--- src/rtl/xmem_arb_pkg.sv ---
// Shared definitions for the two-master Wishbone arbiter in front of the HyperRAM wrapper.
package xmem_arb_pkg;

    localparam int unsigned ADR_W = 30;
    localparam int unsigned DAT_W = 32;
    localparam int unsigned SEL_W = 4;

    localparam logic [DAT_W-1:0] TIMEOUT_FILL = 32'hFFFF_FFFF;

    typedef enum logic [1:0] {
        IDLE = 2'd0,
        GNT0 = 2'd1,
        GNT1 = 2'd2
    } arb_state_t;

endpackage

--- src/rtl/xmem_arb_watchdog.sv ---
// Slave-ack watchdog: counts stalled strobe cycles and raises a one-cycle expire plus a sticky flag.
module xmem_arb_watchdog #(
    parameter int unsigned TIMEOUT_CYCLES = 1024
) (
    input  logic clk,
    input  logic reset_n,
    input  logic stb,
    input  logic ack,
    output logic expire,
    output logic timeout_flag
);

    localparam logic [15:0] LIMIT = 16'(TIMEOUT_CYCLES - 1);

    logic [15:0] cnt;

    // cnt holds the number of stalled cycles already elapsed, so expiry lands in stalled cycle N
    assign expire = stb && !ack && (cnt == LIMIT);

    always_ff @(posedge clk or negedge reset_n) begin
        if (!reset_n) begin
            cnt          <= '0;
            timeout_flag <= 1'b0;
        end else begin
            if (!stb || ack || expire)
                cnt <= '0;
            else
                cnt <= cnt + 16'd1;
            if (expire)
                timeout_flag <= 1'b1;
        end
    end

endmodule

--- src/rtl/xmem_arbiter.sv ---
// Two-master Wishbone arbiter (alternating tie-break, grant held for the whole cycle).
// Optional slave-ack watchdog enabled by defining XMEM_ARBITER_TIMEOUT_EN.
module xmem_arbiter
    import xmem_arb_pkg::*;
#(
    parameter int unsigned TIMEOUT_CYCLES = 1024
) (
    input  logic               clk,
    input  logic               reset_n,
    input  logic [2:ADR_W+1]   m0_adr_i,
    input  logic [0:DAT_W-1]   m0_dat_i,
    input  logic               m0_we_i,
    input  logic               m0_stb_i,
    input  logic               m0_cyc_i,
    input  logic [0:SEL_W-1]   m0_sel_i,
    output logic               m0_ack_o,
    output logic [0:DAT_W-1]   m0_dat_o,
    input  logic [2:ADR_W+1]   m1_adr_i,
    input  logic [0:DAT_W-1]   m1_dat_i,
    input  logic               m1_we_i,
    input  logic               m1_stb_i,
    input  logic               m1_cyc_i,
    input  logic [0:SEL_W-1]   m1_sel_i,
    output logic               m1_ack_o,
    output logic [0:DAT_W-1]   m1_dat_o,
    output logic [2:ADR_W+1]   s_adr_o,
    output logic [0:DAT_W-1]   s_dat_o,
    output logic [0:SEL_W-1]   s_sel_o,
    output logic               s_we_o,
    output logic               s_stb_o,
    output logic               s_cyc_o,
    input  logic [0:DAT_W-1]   s_dat_i,
    input  logic               s_ack_i,
    output logic               timeout_flag
);

    if (TIMEOUT_CYCLES < 2 || TIMEOUT_CYCLES > 65535) begin : g_bad_timeout
        $error("xmem_arbiter: TIMEOUT_CYCLES out of range 2..65535");
    end

    arb_state_t state;
    logic       last_q;
    logic       run_q;
    logic       g0, g1;
    logic       stb_raw;
    logic       expire;
    logic       ack_any;
    logic [0:DAT_W-1] rd_data;

    // Reset release is registered so the first grant can happen on the second edge after release
    always_ff @(posedge clk or negedge reset_n) begin
        if (!reset_n)
            run_q <= 1'b0;
        else
            run_q <= 1'b1;
    end

    always_ff @(posedge clk or negedge reset_n) begin
        if (!reset_n) begin
            state  <= IDLE;
            last_q <= 1'b1;
        end else if (run_q) begin
            case (state)
                IDLE: begin
                    if (m0_cyc_i && (!m1_cyc_i || last_q)) begin
                        state  <= GNT0;
                        last_q <= 1'b0;
                    end else if (m1_cyc_i) begin
                        state  <= GNT1;
                        last_q <= 1'b1;
                    end
                end
                GNT0: begin
                    if (!m0_cyc_i) begin
                        if (m1_cyc_i) begin
                            state  <= GNT1;
                            last_q <= 1'b1;
                        end else begin
                            state <= IDLE;
                        end
                    end
                end
                GNT1: begin
                    if (!m1_cyc_i) begin
                        if (m0_cyc_i) begin
                            state  <= GNT0;
                            last_q <= 1'b0;
                        end else begin
                            state <= IDLE;
                        end
                    end
                end
                default: state <= IDLE;
            endcase
        end
    end

    assign g0 = (state == GNT0);
    assign g1 = (state == GNT1);

    always_comb begin
        s_adr_o = '0;
        s_dat_o = '0;
        s_sel_o = '0;
        s_we_o  = 1'b0;
        s_cyc_o = 1'b0;
        stb_raw = 1'b0;
        if (g0) begin
            s_adr_o = m0_adr_i;
            s_dat_o = m0_dat_i;
            s_sel_o = m0_sel_i;
            s_we_o  = m0_we_i;
            s_cyc_o = m0_cyc_i;
            stb_raw = m0_stb_i;
        end else if (g1) begin
            s_adr_o = m1_adr_i;
            s_dat_o = m1_dat_i;
            s_sel_o = m1_sel_i;
            s_we_o  = m1_we_i;
            s_cyc_o = m1_cyc_i;
            stb_raw = m1_stb_i;
        end
    end

`ifdef XMEM_ARBITER_TIMEOUT_EN
    xmem_arb_watchdog #(
        .TIMEOUT_CYCLES (TIMEOUT_CYCLES)
    ) u_watchdog (
        .clk          (clk),
        .reset_n      (reset_n),
        .stb          (stb_raw),
        .ack          (s_ack_i),
        .expire       (expire),
        .timeout_flag (timeout_flag)
    );
`else
    assign expire       = 1'b0;
    assign timeout_flag = 1'b0;
`endif

    assign s_stb_o = stb_raw && !expire;
    assign ack_any = s_ack_i || expire;

    // Ack also requires the granted master's cyc, so an abandoned request never sees a late ack
    assign m0_ack_o = g0 && m0_cyc_i && ack_any;
    assign m1_ack_o = g1 && m1_cyc_i && ack_any;

    assign rd_data  = expire ? TIMEOUT_FILL : s_dat_i;
    assign m0_dat_o = reset_n ? rd_data : '0;
    assign m1_dat_o = reset_n ? rd_data : '0;

endmodule
--- config.mk ---
export PLATFORM = sky130hd
export DESIGN_NAME = xmem_arbiter
export DESIGN_NICKNAME = d
export VERILOG_FILES = /design/src/rtl/xmem_arb_pkg.sv /design/src/rtl/xmem_arb_watchdog.sv /design/src/rtl/xmem_arbiter.sv
export SDC_FILE = /design/constraint.sdc
export NUM_CORES = 1
export LEC_CHECK = 0
export ABC_AREA = 1
export CORE_AREA = 2 2 119 121
export DETAILED_ROUTE_END_ITERATION = 16
export DIE_AREA = 0 0 121 123
export SYNTH_ARGS = -nofsm -noshare
export SYNTH_HDL_FRONTEND = slang
export SYNTH_HIERARCHICAL = 1
export SYNTH_SLANG_ARGS = --single-unit
export TNS_END_PERCENT = 1
--- constraint.sdc ---
create_clock -name clk -period 4.2 [get_ports clk]
set_input_delay 0.84 -clock clk [delete_from_list [all_inputs] [get_ports clk]]
set_output_delay 0.84 -clock clk [all_outputs]
set_load 0.05 [all_outputs]
==> run metrics <==
run status=finished, final reports clean; r2r setup slk=2.33 ns; setup bufs post-CTS=0; worst path buffer plus inverter count=3; Setup CP Type=flip-flop to output pin; CTS H-tree lvls=1; DIE AREA=14900 um^2; clk_lat worst skew=between 0.2 and 0.25 ns; final setup fails=0; smallest hold slack=0.493 ns; Post-synth ARST share=1.00; most frequent cell after synthesis=nand2_1; n_diodes=0; top cells by count, synth=185 x nand2_1, 53 x nand3_1, 39 x inv_1, 35 x buf_4, 20 x nand3_2; power per cell area=617 nW/um^2; fin crit share=0.823; Cell Area, Synth=1940 um^2; PortBufs=roughly 300; Synth Warn #=6; total global routing overflow=0; worst clock skew=0.00281 ns; CTS tree=yes; DPL Wire Length=7880 um; Worst Hold Launch=last_q; clock buffer count from CTS=3; first-pass GRT wire length=14000 um; peak supply drop=0.277 mV; First-pass DRT Iterations=4; Synth area leaders=nand2_1 36%, nand3_1 14%, buf_4 14%; CP max stage delay=0.83 ns; actual slew at the worst max-slew pin=0.799 ns; syn_area_per_cell=5.13 um^2; Hold WC Path Type=flip-flop to flip-flop; Max Fclk=289 MHz; sequential area share after synthesis=0.0522; Die Wd=121 um; Crit-path slowest cell=clkdlybuf4s50_1; Pins Over Slew Limit=0; Post-Route WL=9830 um; reg2reg start=state[1]; EDFF count, synth=0; largest net degree at the start of global routing=72; initial antenna violation count=0; core area=between 10000 and 15000 um^2; Avg Vias per Cell=approximately 4; Gates resized, CTS repair=0; hold buffer count at cts=0; Final Hold Fails=0; DR WL/cell=~12 um; top cell type by total area after synthesis=nand2_1; CP Launch Type=flip-flop; root buffer cell=clkbuf_16; vias in the first global route=2887; Hold Path Sink=last_q; Leak=between 2 and 2.5 nW; fin nets=812; Longest Clk Path Bufs=2; RD Place Congestion=~0.76; layout cell share with drive strength beyond 1=0.153; gr usage total=0.117; ANT nets after route=0; initial DRC count=151; Starting Density=0.143; clock-pin slew of the registers on the worst-case setup and hold paths=0.03 ns; Setup crit end kind=output pin; via count=about 3200; reg2reg path depth=8; FP Rows=43; reg2reg end=state[0]; Remaining DRCs=0; total power=approximately 3.0 mW; Final Critical Period=between 3 and 4 ns; RSZ-0062 raised after global routing=no; critical path arrival=between 2 and 3 ns; Primary FF master, synth=dfrtp_1; area delta synth->final=146%; final setup TNS=0 ns; post-synth cell types=19; register bit count reported by yosys=4; post-synth top area share=0.357; IO Pins=309; critical path, cell by cell=inv_1 -> ha_2 -> buf_4 -> nand2_2 -> o21ai_0 -> clkdlybuf4s50_1; Syn Nets=556; clock sinks=4; slew margin rel.=0.467; max-cap violations=0; die span in y=roughly 120 um; Hold Crit Depth=2; CP Max Fanout=between 70 and 80; family with the most delay on the worst path=buffers and inverters; Filler cells=1418; cell count after synthesis=379; worst path required time=3.36 ns
[cell families (layout without fill, tap and decap cells)]
family          count (synthesis)  in the layout  share of synthesized area
other cells                     2              2                    0.00386
simple gates                  267            267                      0.618
flops                           4              4                     0.0522
buf+inv                        99            354                      0.291
fa+ha+maj                       4              4                     0.0258
compound gates                  3              3                    0.00902
[layout by cell type, fill, tap and decap left out, drive strengths merged]
cell type      instances
clkbuf                 4
a21o                   1
buf                   67
inv                   40
ha                     4
nand2                187
dfstp                  1
nand3                 73
clkdlybuf4s50        243
nor2                   7
dfrtp                  3
conb                   2
o21ai                  2
[tightest hold or removal path, cell delays in order (launching register included)]
cell and delay (ns):
dfstp_2 0.37, nand2_1 0.06, nand2_1 0.05
[power breakdown]
part | switching [mW] | leakage, nW | internal, mW | total (mW)
clock network | 0.0264 | 0.0382 | 0.125 | 0.152
registers | 0.0143 | 0.0477 | 0.0560 | 0.0703
logic | 1.86 | 2.33 | 0.873 | 2.73
total | 1.90 | 2.41 | 1.05 | 2.95
[layout make-up]
| class | instances | area, um^2 | area share |
|---|---|---|---|
| inverter | 40 | 153 | 0.0319 |
| clock buffer | 4 | 78.8 | 0.0165 |
| tap | 180 | 225 | 0.0470 |
| sequential | 4 | 101 | 0.0212 |
| multi-input combinational | 276 | 1280 | 0.268 |
| timing repair buffer | 310 | 2950 | 0.616 |
[routing by layer]
layer,part of all wire,global-route usage,vias up
met3,0.12,0.0304,4
met1,0.36,0.124,1384
met2,0.51,0.222,188
li1,-,-,1621
met5,0,0,-
met4,0.013,0.0400,0
[worst max path at each step]
stage	end	cells past startpoint	from	slack, ns
4_1_cts	s_cyc_o	6	state[1]	0.70
2_1_floorplan	s_cyc_o	5	state[1]	1.36
6_report	s_cyc_o	6	state[1]	0.74
3_5_place_dp	s_cyc_o	4	m0_cyc_i	0.83
5_1_grt	s_cyc_o	6	state[1]	0.55
3_3_place_gp	m0_ack_o	4	m0_cyc_i	0.87
[sequential cells by signal, indices dropped and copies added (netlist names)]
name    count
run_q       1
last_q      1
state       2
[through the flow]
stage | util | setup WS (ns) | instances | area [um^2]
2_1_floorplan | - | 1.36 | 379 | 1940
3_3_place_gp | 0.346 | 0.869 | 810 | 4710
3_5_place_dp | 0.346 | 0.834 | 810 | 4710
4_1_cts | 0.352 | 0.704 | 814 | 4790
5_1_grt | 0.352 | 0.546 | 814 | 4790
6_report | 0.352 | 0.744 | 814 | 4790
Power figures use the tool's default switching activity.
